`config.mk`:
```
export PLATFORM = sky130hd
export DESIGN_NAME = wormy_input_conditioner_flat
export DESIGN_NICKNAME = d
export VERILOG_FILES = /design/src/rtl/wormy_input_conditioner_pkg.sv /design/src/rtl/wormy_input_conditioner_if.sv /design/src/rtl/wormy_debounce.sv /design/src/rtl/wormy_input_conditioner.sv /design/src/flat_wrapper.sv
export SDC_FILE = /design/constraint.sdc
export NUM_CORES = 1
export LEC_CHECK = 0
export ABC_AREA = 1
export BUFFER_PORTS_ARGS = -buffer_cell sky130_fd_sc_hd__buf_4
export CAP_MARGIN = 20
export CORE_UTILIZATION = 40
export CTS_CLUSTER_SIZE = 30
export DETAILED_ROUTE_END_ITERATION = 6
export PLACE_DENSITY = 0.57
export SLEW_MARGIN = 20
export SYNTH_ARGS = -nofsm -noshare
export SYNTH_HDL_FRONTEND = slang
export SYNTH_SLANG_ARGS = --single-unit
```
`constraint.sdc`:
```
create_clock -name clk -period 1.4 [get_ports clk]
set_input_delay 0.21 -clock clk [delete_from_list [all_inputs] [get_ports clk]]
set_output_delay 0.21 -clock clk [all_outputs]
set_load 0.005 [all_outputs]
```
`src/rtl/wormy_input_conditioner_pkg.sv`:
```
// Purpose: shared direction type and helpers for the wormy input path.
// Latency: n/a (types and functions only).
// Backpressure: n/a.
package wormy_pkg;

    typedef enum logic [1:0] {
        DIR_UP    = 2'd0,
        DIR_RIGHT = 2'd1,
        DIR_DOWN  = 2'd2,
        DIR_LEFT  = 2'd3
    } dir_t;

    localparam dir_t DIR_RESET = DIR_RIGHT;

    // Opposite heading: flipping bit 1 maps up<->down and right<->left.
    function automatic dir_t reverse(input dir_t d);
        return dir_t'(d ^ 2'b10);
    endfunction

endpackage

```
`src/rtl/wormy_input_conditioner_if.sv`:
```
// Purpose: button/tick inputs and conditioned outputs of the wormy input conditioner.
// Latency: n/a (wiring only).
// Backpressure: none; all signals are level or single-cycle strobes.
interface wormy_input_conditioner_if #(
    parameter int NUM_BTN = 4,
    parameter int QDEPTH  = 2
);
    import wormy_pkg::*;

    logic [NUM_BTN-1:0]           btn_raw;
    logic                         tick;
    logic [NUM_BTN-1:0]           btn_level;
    logic [NUM_BTN-1:0]           btn_press;
    dir_t                         dir;
    logic                         dir_changed;
    logic [$clog2(QDEPTH+1)-1:0]  q_count;
    logic                         q_overflow;

    modport master (
        output btn_raw, tick,
        input  btn_level, btn_press, dir, dir_changed, q_count, q_overflow
    );

    modport slave (
        input  btn_raw, tick,
        output btn_level, btn_press, dir, dir_changed, q_count, q_overflow
    );

endinterface

```
`src/rtl/wormy_debounce.sv`:
```
// Purpose: one button channel: synchroniser, stability counter, debounced level and press pulse.
// Latency: SYNC_STAGES+DB_CYCLES cycles raw->level; press coincides with the level rise.
// Backpressure: none.
module wormy_debounce #(
    parameter int SYNC_STAGES = 2,
    parameter int DB_CYCLES   = 1000
) (
    input  logic clk,
    input  logic rst,
    input  logic btn_raw,
    output logic btn_level,
    output logic btn_press
);
    localparam int             CW   = $clog2(DB_CYCLES);
    localparam logic [CW-1:0]  CMAX = CW'(DB_CYCLES - 1);

    logic [SYNC_STAGES-1:0] sync_q, sync_d;
    logic [CW-1:0]          cnt_q, cnt_d;
    logic                   level_q, level_d;
    logic                   press_q, press_d;
    logic                   s;

    always_comb begin
        sync_d  = {sync_q[SYNC_STAGES-2:0], btn_raw};
        s       = sync_q[SYNC_STAGES-1];
        level_d = level_q;
        cnt_d   = '0;
        if (s != level_q) begin
            if (cnt_q == CMAX) level_d = s;
            else               cnt_d   = cnt_q + CW'(1);
        end
        press_d = level_d & ~level_q;
    end

    always_ff @(posedge clk or negedge rst) begin
        if (!rst) begin
            sync_q  <= '0;
            cnt_q   <= '0;
            level_q <= 1'b0;
            press_q <= 1'b0;
        end else begin
            sync_q  <= sync_d;
            cnt_q   <= cnt_d;
            level_q <= level_d;
            press_q <= press_d;
        end
    end

    assign btn_level = level_q;
    assign btn_press = press_q;

endmodule

```
`src/rtl/wormy_input_conditioner.sv`:
```
// Purpose: debounces NUM_BTN buttons and queues valid direction presses, committing one per tick.
// Latency: queue/dir/overflow outputs register one cycle after the press or tick that causes them.
// Backpressure: none; a press that finds the queue full (and no tick) is dropped with q_overflow.
module wormy_input_conditioner
    import wormy_pkg::*;
#(
    parameter int NUM_BTN     = 4,
    parameter int SYNC_STAGES = 2,
    parameter int DB_CYCLES   = 1000,
    parameter int QDEPTH      = 2,
    parameter int DIR_MODE    = 1
) (
    input  logic                       clk,
    input  logic                       rst,
    wormy_input_conditioner_if.slave   bus
);
    logic [NUM_BTN-1:0] level;
    logic [NUM_BTN-1:0] press;

    for (genvar i = 0; i < NUM_BTN; i++) begin : g_btn
        wormy_debounce #(
            .SYNC_STAGES (SYNC_STAGES),
            .DB_CYCLES   (DB_CYCLES)
        ) u_db (
            .clk       (clk),
            .rst       (rst),
            .btn_raw   (bus.btn_raw[i]),
            .btn_level (level[i]),
            .btn_press (press[i])
        );
    end

    assign bus.btn_level = level;
    assign bus.btn_press = press;

    if (DIR_MODE != 0) begin : g_queue
        localparam int PW   = $clog2(QDEPTH);
        localparam int CNTW = $clog2(QDEPTH + 1);

        dir_t            mem_q [QDEPTH];
        dir_t            mem_d [QDEPTH];
        logic [PW-1:0]   wr_ptr_q, wr_ptr_d, rd_ptr_q, rd_ptr_d;
        logic [CNTW-1:0] cnt_q, cnt_d;
        dir_t            dir_q, dir_d;
        logic            chg_q, chg_d;
        logic            ovf_q, ovf_d;
        logic            cand_vld, accept, full, push, pop;
        dir_t            cand, ref_dir;

        always_comb begin
            cand_vld = 1'b0;
            cand     = DIR_UP;
            for (int i = NUM_BTN - 1; i >= 0; i--) begin
                if (press[i]) begin
                    cand_vld = 1'b1;
                    cand     = dir_t'(i[1:0]);
                end
            end

            // Compare against where the worm will be heading once the queue drains.
            ref_dir = (cnt_q != '0) ? mem_q[wr_ptr_q - PW'(1)] : dir_q;
            accept  = cand_vld && (cand != ref_dir) && (cand != reverse(ref_dir));
            full    = (cnt_q == CNTW'(QDEPTH));
            pop     = bus.tick && (cnt_q != '0);
            push    = accept && (!full || pop);
            ovf_d   = accept && full && !pop;

            mem_d = mem_q;
            if (push) mem_d[wr_ptr_q] = cand;
            wr_ptr_d = push ? wr_ptr_q + PW'(1) : wr_ptr_q;
            rd_ptr_d = pop  ? rd_ptr_q + PW'(1) : rd_ptr_q;
            cnt_d    = cnt_q + CNTW'(push) - CNTW'(pop);
            dir_d    = pop ? mem_q[rd_ptr_q] : dir_q;
            chg_d    = pop;
        end

        always_ff @(posedge clk or negedge rst) begin
            if (!rst) begin
                for (int i = 0; i < QDEPTH; i++) mem_q[i] <= DIR_UP;
                wr_ptr_q <= '0;
                rd_ptr_q <= '0;
                cnt_q    <= '0;
                dir_q    <= DIR_RESET;
                chg_q    <= 1'b0;
                ovf_q    <= 1'b0;
            end else begin
                mem_q    <= mem_d;
                wr_ptr_q <= wr_ptr_d;
                rd_ptr_q <= rd_ptr_d;
                cnt_q    <= cnt_d;
                dir_q    <= dir_d;
                chg_q    <= chg_d;
                ovf_q    <= ovf_d;
            end
        end

        assign bus.dir         = dir_q;
        assign bus.dir_changed = chg_q;
        assign bus.q_count     = cnt_q;
        assign bus.q_overflow  = ovf_q;
    end else begin : g_noq
        assign bus.dir         = DIR_RESET;
        assign bus.dir_changed = 1'b0;
        assign bus.q_count     = '0;
        assign bus.q_overflow  = 1'b0;
    end

endmodule

```
`src/flat_wrapper.sv`:
```
// flat-port wrapper written by rule: the top's interface ports become plain ports
module wormy_input_conditioner_flat import wormy_pkg::*;
#(
    parameter int NUM_BTN     = 4,
    parameter int SYNC_STAGES = 2,
    parameter int DB_CYCLES   = 1000,
    parameter int QDEPTH      = 2,
    parameter int DIR_MODE    = 1
)
  (clk, rst, bus_btn_raw, bus_tick, bus_btn_level, bus_btn_press, bus_dir, bus_dir_changed, bus_q_count, bus_q_overflow);
  wormy_input_conditioner_if #(.NUM_BTN(NUM_BTN), .QDEPTH(QDEPTH)) bus_i ();
  input  logic clk;
  input  logic rst;
  input wire logic [$bits(bus_i.btn_raw)-1:0] bus_btn_raw;
  input wire logic [$bits(bus_i.tick)-1:0] bus_tick;
  output wire logic [$bits(bus_i.btn_level)-1:0] bus_btn_level;
  output wire logic [$bits(bus_i.btn_press)-1:0] bus_btn_press;
  output wire logic [$bits(bus_i.dir)-1:0] bus_dir;
  output wire logic [$bits(bus_i.dir_changed)-1:0] bus_dir_changed;
  output wire logic [$bits(bus_i.q_count)-1:0] bus_q_count;
  output wire logic [$bits(bus_i.q_overflow)-1:0] bus_q_overflow;
  assign bus_i.btn_raw = bus_btn_raw;
  assign bus_i.tick = bus_tick;
  assign bus_btn_level = bus_i.btn_level;
  assign bus_btn_press = bus_i.btn_press;
  assign bus_dir = bus_i.dir;
  assign bus_dir_changed = bus_i.dir_changed;
  assign bus_q_count = bus_i.q_count;
  assign bus_q_overflow = bus_i.q_overflow;
  wormy_input_conditioner #(.NUM_BTN(NUM_BTN), .SYNC_STAGES(SYNC_STAGES), .DB_CYCLES(DB_CYCLES), .QDEPTH(QDEPTH), .DIR_MODE(DIR_MODE)) u_core (.clk(clk), .rst(rst), .bus(bus_i));
endmodule
```
Yosys cells after proc, flatten, opt, wreduce, memory -nomap -nowiden
Index checks and enable logic that the tools add are counted.
{"block": "classes", "bitwise": 12, "n_addsub": 9, "n_eq_ne": 11, "div_mod_pow": 0, "shifts": 0, "multipliers": 0, "muxes": 34, "n_reduce_logical": 11, "magnitude_cmp": 4}
{"cell": "10-bit two-way mux", "n": 8}
{"cell": "10-bit by 1-bit adder with 10-bit output (second input constant)", "n": 4}
{"cell": "10-bit equality test (second input constant)", "n": 4}
{"cell": "2-bit two-way mux", "n": 12}
{"cell": "1-bit two-way mux", "n": 12}
{"cell": "1-bit logical AND", "n": 7}
{"cell": "2-bit greater-or-equal comparator (second input constant)", "n": 3}
{"cell": "1-bit NOT with 2-bit output", "n": 3}
{"cell": "1-bit NOT", "n": 5}
{"cell": "1-bit AND", "n": 4}
{"cell": "4-bit bitwise mux", "n": 1}
{"cell": "1-bit != test", "n": 4}
{"cell": "2-bit != test", "n": 2}
{"cell": "1-bit adder (second input constant)", "n": 2}
{"cell": "2-bit by 1-bit adder with 2-bit output", "n": 1}
{"cell": "2-bit demux with 1-bit select", "n": 1}
{"cell": "2-bit equality test (second input constant)", "n": 1}
{"cell": "1-bit zero test", "n": 2}
{"cell": "2-bit by 1-bit < comparator with 1-bit output (second input constant)", "n": 1}
{"cell": "2-bit nonzero test", "n": 1}
{"cell": "2-bit by 1-bit subtractor with 2-bit output", "n": 1}
{"cell": "1-bit logical OR", "n": 1}
{"cell": "1-bit subtractor (second input constant)", "n": 1}
{"block": "word_totals", "elab_cells": 105, "output_inout_bits": 14, "register_bits": 68, "latch_bits": 0, "input_bits": 7, "n_memories": 0, "mem_bits_rw": 0, "mem_bits_ro": 0}

Depth between registers and ports, before layout
Gate-level depths: netlist of run 1.
{"block": "logic_depth", "word_depth": 12, "depth_mapped": 11, "ltp_nobuf": 11}

Cells and area by module
A second synthesis of run 1 with hierarchy kept.
{"block": "hier_totals", "hier_cells": 348, "area_unflattened_um2": 3354.5}
{"module": "wormy_debounce", "cells_each": 67, "n_inst": 4, "area_each_um2": 655.6, "seq_area_each_um2": 350.3}
{"module": "wormy_input_conditioner", "cells_each": 80, "n_inst": 1, "area_each_um2": 732.0, "seq_area_each_um2": 301.5}

Least setup slack after synthesis of run 1
OpenSTA, ideal clock, no wires.
{"block": "synth_path", "path_type": "register to register", "from": "register u_core.g_queue.cnt_q[1] (netlist: u_core.bus.q_count[1])", "to": "register u_core.g_queue.cnt_q[1] (netlist: u_core.bus.q_count[1])", "path_stages_with_launch": 10, "period_less_slack_ns": 1.393, "path_buffers": 0, "setup_slack_ns": 0.007, "arrival_time_ns": 1.276, "path_cell_list": "dfrtp_1 > inv_2 > nand2_2 > inv_2 > nor2_2 > ha_1 > xor2_1 > inv_1 > nand4_1 > nand2_1"}
{"item": "start, declared", "line": "wormy_input_conditioner.sv:43", "text": "logic [CNTW-1:0] cnt_q, cnt_d;"}
{"item": "start signal, assigned", "line": "wormy_input_conditioner.sv:90", "text": "cnt_q <= cnt_d;"}
{"item": "2-bit nonzero test (*)", "line": "wormy_input_conditioner.sv:64", "text": "pop = bus.tick && (cnt_q != '0);"}
{"item": "1-bit logical AND (*)", "line": "wormy_input_conditioner.sv:64"}
{"item": "net u_core.g_queue.chg_d", "line": "wormy_input_conditioner.sv:45", "text": "logic chg_q, chg_d;"}
{"item": "1-bit logical OR", "line": "wormy_input_conditioner.sv:65", "text": "push = accept && (!full || pop);"}
{"item": "1-bit logical AND", "line": "wormy_input_conditioner.sv:65"}
{"item": "2-bit by 1-bit adder with 2-bit output", "line": "wormy_input_conditioner.sv:72", "text": "cnt_d = cnt_q + CNTW'(push) - CNTW'(pop);"}
{"item": "2-bit by 1-bit subtractor with 2-bit output (*)", "line": "wormy_input_conditioner.sv:72"}
{"item": "net u_core.g_queue.cnt_d[1]", "line": "wormy_input_conditioner.sv:43"}
The timed path passes the listed nets; every way through them passes the cells marked *.
A chain may end at the register's enable or synchronous reset.

Final worst setup path of run 1
{"block": "layout_path", "from": "register u_core.g_btn[1].u_db.cnt_q[1]", "to": "register u_core.g_btn[1].u_db.cnt_q[5]"}
{"block": "layout_via", "elab_chain_len": 3}
{"item": "start, declared", "line": "wormy_debounce.sv:18", "text": "logic [CW-1:0] cnt_q, cnt_d;"}
{"item": "start signal, assigned", "line": "wormy_debounce.sv:43", "text": "cnt_q <= cnt_d;"}
{"item": "10-bit by 1-bit adder with 10-bit output / 10-bit equality test (equally long branches)", "line": "wormy_debounce.sv:30, wormy_debounce.sv:29"}
{"item": "10-bit two-way mux (*)", "line": "wormy_debounce.sv:29", "text": "if (cnt_q == CMAX) level_d = s;"}
{"item": "10-bit two-way mux (*)", "line": "wormy_debounce.sv:28", "text": "if (s != level_q) begin"}
{"item": "net u_core.g_btn[1].u_db.cnt_d[5]", "line": "wormy_debounce.sv:18"}
Marks and branches as above.

==> key figures, run 1 <==
Timing
  – Worst Slack Setup Final: 0.01256 ns
  – FMAX: approximately 720 MHz
  – Slew HR: 0.7754
  – Clk_skew: between 0.006 and 0.007 ns
  – Max Slew Vio Count: 0
  – RSZ-0062 raised after global routing: yes
  – Final Critical Period: 1.387 ns
  – Period utilization: 0.9910
  – Final hold vios: 0
  – Measured slew at the worst slew-check pin: 0.3342 ns
  – Final number of setup-violating endpoints: 0

Pwr
  – Total power: 4.719 mW
  – Combinational share of power: 0.193
  – Maximum vdd drop: 678.2 uV
  – Switching Fraction: 0.2722
  – P_int: ~3.4 mW
  – Sequential share of power: 0.464
  – Leakage: approximately 1.9 nW
  – Psw: between 1 and 1.5 mW
  – Power Dens Cells: 1145 nW/um^2
  – Clock network power share: 0.343

Yosys
  – Cells after synthesis: around 350
  – Synth Cell Area: 3201 um^2
  – Synthesis-stage register bit count: 68
  – Post-synthesis sequential area ratio: 0.5321
  – Synth unique cells: 37
  – Yosys warnings: 0
  – Net Count, Synth: roughly 360
  – Mean Syn Cell Area: 9.171 um^2

Floorplan
  – Core ar.: 7727 um^2
  – Initial Util: 0.4142
  – Die width: 91.45 um
  – Row cnt: 32
  – Ports: 21
  – Die footprint: 8363 um^2
  – Die Y: 91.45 um

Drt
  – Total wire length: 6019 um
  – Vias: 2,391
  – Vias per cell: 4.634
  – Initial DRC count: 101
  – Residual DRC: 0
  – WL per Instance: 11.66 um
  – Final ANT Viol Nets: 0
  – Pre-antenna DRT Iters: 4

Placed design
  – Number of port buffers: 20
  – Cell count after placement: 486
  – Final GP Congestion: 0.8333
  – Pre-CTS WS: -0.04560 ns
  – Placed cell area: 3602 um^2
  – Hpwl dp: 4166 um

GRT
  – Initial antenna violation count: 0
  – GR Overflow Total: 0
  – Largest net degree at the start of global routing: 29
  – Vias in the first global route: approximately 2,400
  – GRT Total Usage: 0.1559
  – First-pass GRT wire length: 10,290 um

Clock tree
  – Clock tree buffer depth: 2
  – Root Driver: clkbuf_8
  – Clock slew at reported path FFs: 0.07 ns
  – Sink Count: around 70
  – CTS tree: yes
  – H-Tree Depth: 3
  – Worst skew pair latency: 0.33 ns
  – Total CTS buffers: 9

Worst setup path
  – Nature of the critical path startpoint: register
  – Kind of end point of the critical path: register
  – Req. time, crit path: 1.62 ns
  – Crit Path Class: reg -> reg
  – Worst EP arrival: 1.61 ns
  – Worst Path Max Fanout: 5

Final layout
  – N_diodes: 0
  – # fillers: 712
  – P&R area growth vs syn: 28.81%
  – Design area: 4123 um^2
  – # nets final: approximately 420
  – Fraction of layout cells with a size suffix above 1: 0.3599
  – Commonest non-fill, non-tap cells in the layout: dfrtp_1, buf_4, nand2_1, nor2_1, inv_1
  – Finished Layout Cells: 516
  – Commonest non-fill, non-tap cell in the layout: dfrtp_1

Job
  – Max_cap viols: 0

Hold path
  – Worst hold path type: in -> reg

Run status
  – Run status: finished clean
## cells by family after synthesis
group	after synthesis	synth area share
AOI/OAI and AO/OA	18	0.03206
xor gates and xnor gates	19	0.05199
adders and majority gates	5	0.01955
buffers and inverters	48	0.06958
DFF	68	0.5321
muxes	1	0.003128
and+or+nand+nor	190	0.2916
## sequential cells by signal, summed over array words and instances, names as in the netlist, 2 cells and up
register                     count
u_core.g_btn.u_db.btn_level      4
u_core.g_queue.mem_q             4
u_core.g_btn.u_db.sync_q         8
u_core.g_btn.u_db.btn_press      4
u_core.g_btn.u_db.cnt_q         40
u_core.bus.q_count               2
u_core.bus.dir                   2
## worst max-delay path, stage by stage, from the launching register on
cell and delay [ns]:
dfrtp_1 0.41, ha_4 0.18, nand2_4 0.07, nor3_4 0.22
nand3_2 0.11, nand2_2 0.12, buf_6 0.14, nor3_2 0.04
## Yosys cell counts (all sizes together)
cell	count	share of area
nor2	62	0.084
a21oi	10	0.017
or2	2	0.0039
o211ai	1	0.0023
and3	2	0.0039
nor4	4	0.0078
nand3	16	0.027
o21bai	1	0.0023
xor2	11	0.030
dfstp	1	0.0082
nor3b	2	0.0063
xnor2	8	0.022
dfrtp	67	0.52
buf	11	0.026
and2	1	0.0020
inv	37	0.043
nand3b	1	0.0023
o21ai	5	0.0078
nand2	66	0.086
nand4	16	0.031
mux2i	1	0.0031
a31o	1	0.0027
nor3	18	0.038
ha	5	0.020
## stage by stage
step	TNS, ns	util	hold WS [ns]
2_1_floorplan	0	-	-0.08559
3_3_place_gp	0	0.4662	0.1419
3_5_place_dp	-0.3146	0.4662	0.1420
4_1_cts	0	0.5000	0.2772
5_1_grt	-0.6782	0.5335	0.3289
6_report	0	0.5335	0.3044
## power groups by stage
| stage | Combinational [mW] | Clock (mW) | Sequential (mW) |
|---|---|---|---|
| finish | 0.911 | 1.62 | 2.19 |
| global route | 1.01 | 1.77 | 2.20 |
| CTS | 0.739 | 1.68 | 2.18 |
| detailed placement | 0.719 | 0 | 2.22 |
| global placement | 0.715 | 0 | 2.22 |
| floorplan | 0.415 | 0 | 2.22 |
## layer usage
metal,up-vias,share of wire,track usage
met2,36,0.47,0.2431
li1,1242,-,-
met4,0,0.0080,0.04630
met3,4,0.037,0.06030
met1,1109,0.48,0.2001
met5,-,0,0
## worst paths after layout
path / startpoint / to / slack, ns / cells after the start
max in group asynchronous: rst / u_core.g_btn[1].u_db.cnt_q[5] / 0.53 / 3
max reg2reg: u_core.g_btn[1].u_db.cnt_q[1] / u_core.g_btn[1].u_db.cnt_q[5] / 0.01 / 7
min: bus_tick / u_core.bus.dir_changed / 0.30 / 4
min reg2reg: u_core.g_btn[3].u_db.sync_q[0] / u_core.g_btn[3].u_db.sync_q[1] / 0.35 / 0
max: u_core.g_btn[1].u_db.cnt_q[1] / u_core.g_btn[1].u_db.cnt_q[5] / 0.01 / 7
min in group asynchronous: rst / u_core.g_queue.mem_q[1] / 0.32 / 2
## area by class of cell
cell class | count | area (um^2) | area share
repair buffers | 60 | 479.2 | 0.1162
multi-input cells | 233 | 1468 | 0.3560
well taps | 102 | 127.6 | 0.03096
clock buffers | 11 | 151.4 | 0.03672
clock inverters | 5 | 50.05 | 0.01214
inverters | 37 | 141.4 | 0.03429
flip-flops and latches | 68 | 1705 | 0.4137
## what timing repair did
item                       CTS  global route
setup endpoints to repair   21            33
pin swaps                    0            23
gates cloned                 0             0
buffers inserted             0             9
hold endpoints to repair    25             0
gates resized for setup      4            52
hold buffers                 5             0
Note: power is estimated with default switching activity, not from simulation.
==> inputs of run 2 (changes only) <==
ABC_AREA = default   (was 1)
==> key figures, run 2 <==
Pwr
  – Combinational share of power: 0.133 (-0.060)
  – Sequential share of power: 0.494 (+0.030)
  – Power Dens Cells: 1009 nW/um^2 (-12%)
  – P_int: 3.250 mW (-5.4%)
  – Psw: 1.067 mW (-17%)
  – Switching Fraction: 0.2472 (-0.02498)
  – Clock network power share: 0.373 (+0.030)
  – Leakage: 1.956 nW (+3.7%)
  – Maximum vdd drop: 537.4 uV (-21%)

Final layout
  – P&R area growth vs syn: 42.83%
  – Max FFs per register: 40 (unchanged)
  – Fraction of layout cells with a size suffix above 1: 0.4218 (+0.06185)
  – Commonest non-fill, non-tap cell in the layout: buf_4
  – Final Util: 0.5896 (+0.05610)
  – Commonest non-fill, non-tap cells in the layout: buf_4, dfrtp_1, nor2_1, xnor2_1, nand2_1
  – # nets final: 384 (-8.8%)
  – Biggest regs: u_core.g_btn.u_db.cnt_q: 40 flops, u_core.g_btn.u_db.sync_q: 8 flops
  – N_diodes: 0 (unchanged)
  – Top reg by flops: u_core.g_btn.u_db.cnt_q

Drt
  – Vias per cell: 4.485 (-3.2%)
  – Final ANT Viol Nets: 0 (unchanged)
  – WL per Instance: 11.84 um (+1.5%)
  – Pre-antenna DRT Iters: 4 (unchanged)
  – Residual DRC: 0 (unchanged)
  – Vias: 2,135 (-11%)
  – Total wire length: 5636 um (-6.4%)
  – Initial DRC count: 44 (-56%)

Worst setup path
  – Kind of end point of the critical path: register
  – Worst R2R Path Depth: 5 (-2)
  – Worst Path Max Fanout: 3 (-2)
  – Nature of the critical path startpoint: register
  – Worst EP arrival: 1.98 ns (+0.37 ns)
  – Top Family by Delay on Critical Path: multiplexers
  – Largest stage delay, worst path: 0.39 ns (-0.02 ns)
  – Req. time, crit path: 1.62 ns (about the same)
  – Crit Path Class: reg -> reg
  – CP startpoint: u_core.g_queue.wr_ptr_q
  – Worst r2r src: u_core.g_queue.wr_ptr_q
  – RR Endpoint: u_core.g_queue.mem_q[2]
  – Crit. path cell count: 5 (-2)
  – Crit-path cells: mux2_4 -> mux2i_4 -> mux2i_4 -> and2b_4 -> mux2_4
  – WP buf/inv: 0 (-1)
  – Crit path to: u_core.g_queue.mem_q[2]
  – Slowest CP cell: dfrtp_1
  – R2R Setup Slk: -0.36 ns (-0.37 ns)

Yosys
  – Mean Syn Cell Area: 10.89 um^2 (+19%)
  – Post-synth EDFFs: 0 (unchanged)
  – Dominant cell type by area after synthesis: dfrtp_1
  – Net Count, Synth: 287 (-20%)
  – Main synth FF type: dfrtp_1
  – Post-synth top area share: 0.5600 (+0.03612)
  – Synth top area cells: dfrtp_1, xnor2_1, nor2_1
  – Top post-synthesis cells by count: dfrtp_1, nor2_1, nand2_1, xnor2_1, xor2_1
  – Top-count cell post-synth: dfrtp_1
  – Cells after synthesis: 275 (-21%)
  – Post-synthesis sequential area ratio: 0.5687 (+0.03669)
  – Synth Cell Area: 2994 um^2 (-6.5%)
  – Synth unique cells: 28 (-24%)
  – Yosys warnings: 0 (unchanged)
  – Synthesis-stage register bit count: 68 (unchanged)
  – Async S/R FF share, synth: 1.000 (unchanged)

Placed design
  – Number of port buffers: 20 (unchanged)
  – Final GP Congestion: 0.7220 (-13%)
  – Hpwl dp: 3826 um (-8.2%)

Timing
  – FMAX: 567.9 MHz (-21%)
  – Slew HR: 0.7889 (+0.01354)
  – Final hold vios: 0 (unchanged)
  – Final Critical Period: 1.761 ns (+0.3735 ns)
  – Clk_skew: 0.009241 ns (+0.003091 ns)
  – TNS Setup: -4.807 ns (-4.807 ns)
  – Hold WS: 0.1510 ns (-0.1533 ns)
  – Period utilization: 1.258 (+0.2668)
  – RSZ-0062 raised after global routing: yes
  – Measured slew at the worst slew-check pin: 0.3133 ns (-0.02085 ns)
  – Final number of setup-violating endpoints: 43 (+43)
  – Max Slew Vio Count: 0 (unchanged)
  – Worst Slack Setup Final: -0.3610 ns (-0.3735 ns)

Clock tree
  – Total CTS buffers: 9 (unchanged)
  – Sink Count: 68 (unchanged)
  – CTS tree: yes
  – Clock slew at reported path FFs: 0.07 ns (about the same)
  – Clock tree buffer depth: 2 (unchanged)
  – Worst skew pair latency: 0.34 ns (about the same)
  – Root Driver: clkbuf_8
  – H-Tree Depth: 3 (unchanged)

Hold path
  – Hold Crit Depth: 3 (-1)
  – Worst hold path type: in -> reg

GRT
  – GR Overflow Total: 0 (unchanged)
  – Initial antenna violation count: 0 (unchanged)
  – GRT Total Usage: 0.1606 (+0.004779)
  – First-pass GRT wire length: 9418 um (-8.5%)
  – Vias in the first global route: 2,087 (-12%)
  – Largest net degree at the start of global routing: 39 (+34%)

Floorplan
  – Ports: 21 (unchanged)
  – Core ar.: 7253 um^2 (-6.1%)
  – Die width: 88.52 um (-3.2%)
  – Row cnt: 31 (-3.1%)
  – Die footprint: 7835 um^2 (-6.3%)
  – Initial Util: 0.4128 (-0.001384)
  – Die Y: 88.52 um (-3.2%)

Run status
  – Run status: complete, but fails checks
  – Failing checks: negative setup slack

Job
  – Max_cap viols: 0 (unchanged)
==> run 2: changes by cell type after synthesis, moves of 7 or more <==
cell	before	now
nand2_1	59	27
xnor2_1	8	27
nand3_1	15	8
inv_2	10	0
inv_1	27	11
a21oi_1	9	0
nand4_1	16	4
==> run 2: how the worst min path moves through the flow <==
stage / end / slack [ns] / startpoint
2_1_floorplan: u_core.bus.dir[1] / -0.09 / rst
3_3_place_gp: u_core.bus.dir[1] / 0.08 / rst
3_5_place_dp: u_core.bus.dir[1] / 0.08 / rst
4_1_cts: u_core.bus.dir_changed / 0.14 / bus_tick
5_1_grt: u_core.bus.dir_changed / 0.13 / bus_tick
6_report: u_core.bus.dir_changed / 0.15 / bus_tick
==> run 2: metrics by stage <==
step | cells | setup slack (ns) | area [um^2] | total power [mW]
6_report | 476 | -0.3610 | 4277 | 4.317
5_1_grt | 476 | -0.4161 | 4277 | 4.535
4_1_cts | 470 | -0.3728 | 4100 | 4.350
3_5_place_dp | 446 | -0.3597 | 3716 | 2.685
3_3_place_gp | 446 | -0.3427 | 3716 | 2.674
2_1_floorplan | 275 | -0.4196 | 3039 | 2.423
==> run 2: cell families (layout without fill, tap and decap cells) <==
| group | Yosys count | count (layout) | share of synthesized area |
|---|---|---|---|
| and+or+nand+nor | 122 | 122 | 0.1897 |
| DFF | 68 | 68 | 0.5687 |
| xor gates and xnor gates | 41 | 41 | 0.1199 |
| buffers and inverters | 19 | 121 | 0.03385 |
| muxes | 13 | 13 | 0.05349 |
| AOI/OAI and AO/OA | 7 | 7 | 0.01337 |
| adders and majority gates | 5 | 5 | 0.02089 |
==> run 2: metal layers <==
layer  global-route usage  up-vias  wire length (um)  part of all wire
met3              0.05784        6               191             0.034
li1                     -     1087                 -                 -
met4              0.05279        0                59             0.010
met2               0.2538       26              2696              0.48
met5                    0        -                 0                 0
met1               0.2056     1016              2688              0.48
==> run 2: repair_timing <==
action | CTS | global route
endpoints found under the setup margin | 42 | 49
hold buffers | 5 | 0
gates resized for setup | 23 | 32
endpoints found under the hold margin | 54 | 0
buffers inserted | 4 | 7
pin swaps | 16 | 21
==> run 2: final cells by class <==
| cell class | instances | area [um^2] |
|---|---|---|
| clock buffers | 10 | 137.6 |
| clock inverters | 6 | 63.81 |
| fillers | 647 | 2977 |
| inverters | 11 | 41.29 |
| multi-input cells | 188 | 1440 |
| flip-flops and latches | 68 | 1703 |
| well taps | 99 | 123.9 |
| repair buffers | 94 | 767.0 |
==> run 2: power groups by stage <==
stage                     clock network (mW)  registers [mW]  logic (mW)
after floorplan                            0            2.18       0.244
after global placement                     0            2.16       0.510
after detailed placement                   0            2.17       0.516
after CTS                               1.67            2.13       0.555
after global routing                    1.75            2.14       0.644
final                                   1.61            2.13       0.575
==> run 2: worst reg2reg max path: stages (launching register included) <==
cell and delay [ns]:
dfrtp_1 0.39, mux2_4 0.31, mux2i_4 0.19, mux2i_4 0.27
and2b_4 0.19, mux2_4 0.29
